File: config.mk
export PLATFORM = sky130hd
export DESIGN_NAME = boot_loader
export DESIGN_NICKNAME = d
export VERILOG_FILES = /design/src/rtl/boot_loader.sv
export SDC_FILE = /design/constraint.sdc
export NUM_CORES = 1
export LEC_CHECK = 0
export ABC_CLOCK_PERIOD_IN_PS = 3800
export BUFFER_PORTS_ARGS = -buffer_cell sky130_fd_sc_hd__buf_2
export CAP_MARGIN = 20
export CORE_MARGIN = 8
export CORE_UTILIZATION = 58
export DETAILED_ROUTE_END_ITERATION = 10
export PLACE_DENSITY = 0.82
export SLEW_MARGIN = 30
export SYNTH_ARGS = -nofsm -noshare
export SYNTH_HDL_FRONTEND = slang
export SYNTH_SLANG_ARGS = --single-unit
File: constraint.sdc
create_clock -name clk -period 3.8 [get_ports clk]
set_clock_uncertainty 0.2 [all_clocks]
set_input_delay 0.57 -clock clk [delete_from_list [all_inputs] [get_ports clk]]
set_output_delay 0.57 -clock clk [all_outputs]
set_load 0.02 [all_outputs]
File: src/rtl/boot_loader.sv
// Byte-stream boot loader: parses a sync/count/data frame and writes 32-bit words to program memory.
// Optional trailing checksum byte is enabled with macro BOOT_CHECKSUM_EN.
module boot_loader #(
    parameter int          ADDR_W    = 9,
    parameter logic [7:0]  SYNC_BYTE = 8'hA5
) (
    input  logic              clk,
    input  logic              reset,
    input  logic [7:0]        rx_data,
    input  logic              rx_valid,
    output logic              mem_wen,
    output logic [ADDR_W-1:0] mem_addr,
    output logic [31:0]       mem_wdata,
    output logic              cpu_resetn,
    output logic              done,
    output logic              error
);

    localparam logic [2:0] S_IDLE = 3'd0;
    localparam logic [2:0] S_LEN0 = 3'd1;
    localparam logic [2:0] S_LEN1 = 3'd2;
    localparam logic [2:0] S_DATA = 3'd3;
`ifdef BOOT_CHECKSUM_EN
    localparam logic [2:0] S_CHK  = 3'd4;
`endif
    localparam logic [2:0] S_DONE = 3'd5;
    localparam logic [2:0] S_ERR  = 3'd6;

    localparam logic [16:0] MAX_WORDS = 17'd1 << ADDR_W;

    logic [2:0]        r_state;
    logic [7:0]        r_len_lo;
    logic [15:0]       r_nwords;
    logic [1:0]        r_byte_idx;
    logic [15:0]       r_word_cnt;
    logic [23:0]       r_shift;
    logic              r_wen;
    logic [ADDR_W-1:0] r_addr;
    logic [31:0]       r_wdata;
`ifdef BOOT_CHECKSUM_EN
    logic [7:0]        r_sum;
`endif

    logic [15:0] w_len;
    logic        w_len_bad;
    logic        w_last_word;

    assign w_len       = {rx_data, r_len_lo};
    assign w_len_bad   = (w_len == 16'd0) || ({1'b0, w_len} > MAX_WORDS);
    assign w_last_word = ((r_word_cnt + 16'd1) == r_nwords);

    always_ff @(posedge clk) begin
        if (reset) begin
            r_state    <= S_IDLE;
            r_len_lo   <= '0;
            r_nwords   <= '0;
            r_byte_idx <= '0;
            r_word_cnt <= '0;
            r_shift    <= '0;
            r_wen      <= 1'b0;
            r_addr     <= '0;
            r_wdata    <= '0;
`ifdef BOOT_CHECKSUM_EN
            r_sum      <= '0;
`endif
        end else begin
            r_wen <= 1'b0;
            if (rx_valid) begin
                case (r_state)
                    S_IDLE, S_ERR: begin
                        if (rx_data == SYNC_BYTE) begin
                            r_state    <= S_LEN0;
                            r_byte_idx <= '0;
                            r_word_cnt <= '0;
`ifdef BOOT_CHECKSUM_EN
                            r_sum      <= '0;
`endif
                        end
                    end
                    S_LEN0: begin
                        r_len_lo <= rx_data;
                        r_state  <= S_LEN1;
                    end
                    S_LEN1: begin
                        if (w_len_bad) begin
                            r_state <= S_ERR;
                        end else begin
                            r_nwords <= w_len;
                            r_state  <= S_DATA;
                        end
                    end
                    S_DATA: begin
`ifdef BOOT_CHECKSUM_EN
                        r_sum <= r_sum + rx_data;
`endif
                        r_byte_idx <= r_byte_idx + 2'd1;
                        // Bytes arrive little-endian; shifting in at the top leaves {b2,b1,b0}.
                        if (r_byte_idx == 2'd3) begin
                            r_wen      <= 1'b1;
                            r_wdata    <= {rx_data, r_shift};
                            r_addr     <= r_word_cnt[ADDR_W-1:0];
                            r_word_cnt <= r_word_cnt + 16'd1;
                            if (w_last_word) begin
`ifdef BOOT_CHECKSUM_EN
                                r_state <= S_CHK;
`else
                                r_state <= S_DONE;
`endif
                            end
                        end else begin
                            r_shift <= {rx_data, r_shift[23:8]};
                        end
                    end
`ifdef BOOT_CHECKSUM_EN
                    S_CHK: begin
                        r_state <= (rx_data == r_sum) ? S_DONE : S_ERR;
                    end
`endif
                    default: ;
                endcase
            end
        end
    end

    // A write due in a cycle where reset is already high must not reach memory.
    assign mem_wen    = r_wen & ~reset;
    assign mem_addr   = r_addr;
    assign mem_wdata  = r_wdata;
    assign done       = (r_state == S_DONE);
    assign cpu_resetn = (r_state == S_DONE);
    assign error      = (r_state == S_ERR);

endmodule

==> results of run 1 <==
==> where the power goes <==
part	switching, W	internal [W]	leakage, nW	total (W)
clock	0.000401	0.000246	0.0842	0.000647
sequential	0.0000276	0.00117	0.894	0.00120
combinational	0.000107	0.0000553	0.872	0.000163
==> cell type report <==
class,instances,share of cell area [%]
inverter,6,0.4346
multi-input combinational,436,43.99
clock inverter,6,1.014
sequential,111,42.88
tap,105,2.535
clock buffer,9,2.390
timing repair buffer,65,6.760
==> kinds of logic (layout without fill, tap and decap cells) <==
kind of cell             after synthesis  count (layout)
AND/OR/NAND/NOR                      276             276
AO/OA/AOI/OAI                        125             125
flip-flops                           111             111
buffers and inverters                 53              86
XOR/XNOR                              23              23
multiplexers                          10              10
adder cells (fa/ha/maj)                2               2
==> cells in the final DEF, fill, tap and decap left out, drive strengths merged, types with 2 or more instances in the layout <==
cell type  netlist  layout
nand2b           4       4
and3             4       4
nand2          158     158
buf             16      65
o21ai           22      22
or3              4       4
nor2b            2       2
ha               2       2
nand3b           2       2
o211ai           2       2
clkbuf          31       9
nor3b            3       3
dfxtp          111     111
nand3           19      19
a22oi            3       3
and2             7       7
a31oi            4       4
clkinvlp         0       2
nor4             7       7
a211oi           5       5
nand4            5       5
a21oi           79      79
nor2            46      46
a31o             2       2
nor3             9       9
inv              5       8
clkinv           1       2
xnor2           16      16
mux2i           10      10
a2111oi          2       2
xor2             7       7
==> tightest hold or removal path, delay by kind of cell (launching register included) <==
kind	cells	cell delay, ns
compound gates	1	0.05
flops	1	0.32
simple gates	1	0.05
==> sequential cells by signal, summed over array words and instances (netlist names) <==
name        count
mem_addr        9
r_state         3
r_word_cnt     16
mem_wdata      32
r_shift        24
r_wen           1
r_nwords       16
r_byte_idx      2
r_len_lo        8
==> per-stage QoR <==
stage          area, um^2  util [%]  setup WS [ns]
3_3_place_gp         5006     62.18         0.8282
6_report             5182     64.37         0.6608
2_1_floorplan        4735         -          1.079
5_1_grt              5182     64.37         0.3957
4_1_cts              5182     64.37         0.6825
3_5_place_dp         5006     62.18         0.7149
==> layer usage <==
metal | part of all wire, % | vias to the layer above
li1 | - | 2064
met1 | 46 | 1969
met2 | 46 | 164
met3 | 6.5 | 16
met4 | 1.6 | 0
met5 | 0 | -
==> how the worst max path moves through the flow <==
stage,startpoint,to,slack [ns]
finish,r_word_cnt[0]$_SDFFE_PP0P_,r_state[2]$_SDFFE_PP0P_,0.66
detailed placement,r_word_cnt[0]$_SDFFE_PP0P_,r_state[2]$_SDFFE_PP0P_,0.71
CTS,r_word_cnt[0]$_SDFFE_PP0P_,r_state[2]$_SDFFE_PP0P_,0.68
global route,r_word_cnt[0]$_SDFFE_PP0P_,r_state[2]$_SDFFE_PP0P_,0.40
global placement,r_word_cnt[0]$_SDFFE_PP0P_,r_state[2]$_SDFFE_PP0P_,0.83
floorplan,r_word_cnt[0]$_SDFFE_PP0P_,r_state[2]$_SDFFE_PP0P_,1.08
==> reports/metrics.yaml, run 1 <==
synth-xor-area-share_pct: 4.255
holdBufCountCts: 0
vias_per_cell: 5.709
grt-busiest-layer: "met2"
timing.rr.start: "r_word_cnt[0]$_SDFFE_PP0P_"
reg2reg_depth: 9
drv_cap: 0
worstMarginPinSlew_ns: 0.9025
min-delay-start: "r_shift[1]$_SDFFE_PP0P_"
ir_drop_v: 0.0002161
status: "complete, no violations"
fill_cells: 720
cts_resized: 0
cts_root_buf: "clkbuf_8"
syn-num-nets: 613
grt_pass1_wl_um: 18530
relSlewSlack_pct: 39.83
synth_top_cell_by_area: "dfxtp_1"
ys.flop_type: "dfxtp_1"
async_reset_ff_share_pct: 0
r2r_setup_slack_ns: 0.66
die_y_um: 106.4
dp_cells: 723
io_buffers: 55
gp_congestion: 0.8556
path_depth: 9
worst-path-max-fanout: 12
track_usage_pct: 19.64
synth_mux_area_share_pct: 2.114
drcViolationCount: 0
use_met1_pct: 26.09
synth.distinct_cells: 51
ys_seq_elements: 111
htreeDepth: 3
netlist_top_cells_count: "nand2_1 (158), dfxtp_1 (111), a21oi_1 (79), nor2_1 (46), clkbuf_1 (29)"
crit_buf_inv: 1
first_global_vias: 3936
drt_iter0_drc: 322
arrival_ns: 3.25
grt_setup_unrepaired: "no"
clockBufferDepth: 2
dieArea_mm2: 0.01131
synth_top_area_share_pct: 46.93
cts.sinks: 111
end_kind: "register"
synthCells: 600
fmax_mhz: 318.6
drv_slew: 0
gr-usage-met3_pct: 4.719
synthSimpleGateAreaFrac_pct: 26.29
worstSetupPathType: "register to register"
grtUsageMet2_pct: 30.21
pin_count: 56
area_growth_pct: 9.461
antenna_found_initial: 0
dp_hpwl_um: 7633
whs_path_depth: 2
worst_setup_path_start_kind: "register"
avgSynthCellArea_um2: 7.891
power_w: 0.002011
yosysMostFrequentCell: "nand2_1"
final_layout_size_suffix_gt1_share_pct: 14.38
insertion_delay_ns: 0.36
coreArea_mm2: 0.008051
clk_pin_slew_ns: 0.11
synth_area_leaders: "dfxtp_1 (47%), nand2_1 (13%), a21oi_1 (8.4%), nor2_1 (3.6%), xnor2_1 (3.0%)"
cts_setup_buffers: 0
p_leak_nw: 1.850
rr_endpoint: "r_state[2]$_SDFFE_PP0P_"
critPathRequiredTime_ns: 3.91
synth_compound_area_share_pct: 14.96
ff_latch_area_mm2: 0.002222
setup_viol: 0
finalNonFillerCells: 738
yosysWarnings: 0
overflow: 0
drt-wirelength-per-cell_um: 14.91
finalCriticalPeriod_ns: 3.139
synth-edff-count: 0
firstDrtPassIters: 7
totalWireLength_um: 11000
hold_violations: 0
fin_crit_sh_pct: 82.61
holdWs_ns: 0.2546
yosysSeqAreaShare_pct: 46.93
cp_slowest_cell: "or4_2"
multi_input_area_mm2: 0.002280
final_antenna_net_count: 0
powerDensity_mw_per_mm2: 388.1
path_cells: "ha_1 > nand3_1 > buf_4 > or4_2 > xnor2_1 > a2111oi_2 > nand4b_1 > a211oi_1 > a41o_1"
cts_buffers: 9
dieWidth_um: 106.4
hold_class: "register to register"
rows: 33
synth_area_mm2: 0.004735
slowest_delay_ns: 0.69
grt_max_degree: 46
cts_tree: "yes"
hold_path_end: "mem_wdata[1]$_SDFFE_PP0P_"
num_antenna_cells: 0
finalSetupTns_ns: 0
num_vias: 4213
start_util_pct: 58.80
nNetsFinal: 642
synth_top_family_by_area: "simple AND/OR/NAND/NOR gates"
cp_top_family: "simple AND/OR/NAND/NOR gates"
synth_adder_area_share_pct: 0.5285
Note: power is estimated with default switching activity, not from simulation.
==> run 2: changes to the inputs <==
- ABC_CLOCK_PERIOD_IN_PS: 3800 -> 3200
- clock period: 3.8 -> 3.2 ns (I/O delays scaled with it)
==> run 2 against run 1 <==
Net effect:
- sequential power is 19% higher
- clock-buffer cell count is 1 higher
- non-clock buffer count rose by 3
- first-iteration DRC count up 14%
- global-route usage shrank 0.084 points
- critical path type unchanged
- critical endpoint unchanged
- largest power group unchanged
==> reports/metrics.yaml, run 2 (synthesized netlist as in run 1, its figures left out) <==
status: "complete, no violations"
vias_per_cell: 5.720  # +0.19%
dieWidth_um: 106.4  # unchanged
finalSetupTns_ns: 0  # unchanged
largest_register_ffs: 32  # unchanged
relSlewSlack_pct: 37.52  # -2.3 points
grt_max_degree: 60  # +30%
end_kind: "register"
arrival_ns: 3.08  # -0.17 ns
firstDrtPassIters: 5  # -2
crit_buf_inv: 0  # -1
dieArea_mm2: 0.01131  # unchanged
hold_violations: 0  # unchanged
gp_congestion: 0.8559  # about the same
coreArea_mm2: 0.008051  # unchanged
critPathRequiredTime_ns: 3.32  # -0.59 ns
path_cells: "ha_1 > nand3_1 > or4_2 > xnor2_1 > a2111oi_2 > nand4b_1 > a211oi_1 > a41o_1"
hold_class: "input pin to register"
nNetsFinal: 645  # +0.47%
layout_commonest_cell: "nand2_1"
cts_buffers: 9  # unchanged
drv_slew: 0  # unchanged
dpl-instance-area_mm2: 0.005029  # +0.45%
slowest_delay_ns: 0.71  # +0.02 ns
layout_common_cells: "nand2_1 (158), dfxtp_1 (111), a21oi_1 (79)"
worst_setup_path_start_kind: "register"
dp_hpwl_um: 7469  # -2.1%
cp_slowest_cell: "or4_2"
worst-path-max-fanout: 6  # -6
finalCriticalPeriod_ns: 2.958  # -0.1812 ns
ir_drop_v: 0.0002484  # +15%
clockBufferDepth: 2  # unchanged
num_vias: 4244  # +0.74%
cts_resized: 0  # unchanged
worstMarginPinSlew_ns: 0.9373  # +0.03472 ns
clk_pin_slew_ns: 0.10  # about the same
drcViolationCount: 0  # unchanged
fin_area_mm2: 0.005214  # +0.60%
drv_cap: 0  # unchanged
fin_crit_sh_pct: 92.44  # +9.8 points
fill_cells: 690  # -4.2%
die_y_um: 106.4  # unchanged
holdBufCountCts: 0  # unchanged
grt_setup_unrepaired: "no"
p_leak_nw: 1.879  # +1.6%
fmax_mhz: 338.1  # +6.1%
totalWireLength_um: 10900  # -0.99%
first_global_vias: 3958  # +0.56%
area_growth_pct: 10.12
holdWs_ns: 0.1673  # -0.08727 ns
io_buffers: 55  # unchanged
antenna_found_initial: 0  # unchanged
pin_count: 56  # unchanged
final_layout_size_suffix_gt1_share_pct: 14.76  # +0.38 points
htreeDepth: 3  # unchanged
cts.sinks: 111  # unchanged
cts_root_buf: "clkbuf_8"
drt-wirelength-per-cell_um: 14.68  # -1.5%
cts_setup_buffers: 0  # unchanged
start_util_pct: 58.80  # unchanged
overflow: 0  # unchanged
track_usage_pct: 19.56  # -0.084 points
final_antenna_net_count: 0  # unchanged
powerDensity_mw_per_mm2: 464.2  # +20%
cts_tree: "yes"
grt_pass1_wl_um: 18410  # -0.67%
drt_iter0_drc: 368  # +14%
num_antenna_cells: 0  # unchanged
insertion_delay_ns: 0.37  # about the same
worstSetupPathType: "register to register"
rows: 33  # unchanged
setup_viol: 0  # unchanged
cp_top_family: "simple AND/OR/NAND/NOR gates"
fin_util_pct: 64.76  # +0.39 points
## run 2: worst paths after layout
check                             start                         end  slack (ns)  depth (start not counted)
max          r_word_cnt[1]$_SDFFE_PP0P_     r_state[2]$_SDFFE_PP0P_        0.24                          8
max reg2reg  r_word_cnt[1]$_SDFFE_PP0P_     r_state[2]$_SDFFE_PP0P_        0.24                          8
min reg2reg   mem_wdata[8]$_SDFFE_PP0P_   mem_wdata[8]$_SDFFE_PP0P_        0.26                          2
min                          rx_data[3]  mem_wdata[27]$_SDFFE_PP0P_        0.17                          3
## run 2: worst min-delay path, stage by stage
cell and delay [ns]:
buf_2 0.12, nand2_1 0.05, a21oi_1 0.05
## run 2: where the power goes
| group | total, W | internal [W] | switching (W) |
|---|---|---|---|
| logic | 0.000191 | 0.0000664 | 0.000125 |
| registers | 0.00143 | 0.00139 | 0.0000337 |
| clock network | 0.000801 | 0.000305 | 0.000496 |
## run 2: layout make-up
| type | count | area [um^2] | share of cell area [%] |
|---|---|---|---|
| Multi-Input combinational cell | 436 | 2280 | 43.72 |
| Timing Repair Buffer | 68 | 372.9 | 7.151 |
| Clock inverter | 6 | 57.56 | 1.104 |
| Sequential cell | 111 | 2222 | 42.62 |
| Tap cell | 105 | 131.4 | 2.520 |
| Clock buffer | 10 | 127.6 | 2.448 |
| Inverter | 6 | 22.52 | 0.4320 |
## run 2: stage by stage
step / total power, W / cells / worst slack [ns]
global route: 0.002521 / 742 / 0.07084
detailed placement: 0.001647 / 726 / 0.3023
floorplan: 0.001595 / 600 / 0.4794
global placement: 0.001639 / 726 / 0.4154
CTS: 0.002427 / 742 / 0.2680
finish: 0.002420 / 742 / 0.2420
## run 2: layer usage
metal / global-route usage, % / part of all wire, % / vias up
met2: 30.70 / 46 / 142
met5: 0 / 0 / -
li1: - / - / 2080
met3: 4.779 / 7.3 / 18
met4: 7.236 / 1.7 / 0
met1: 25.48 / 45 / 2004
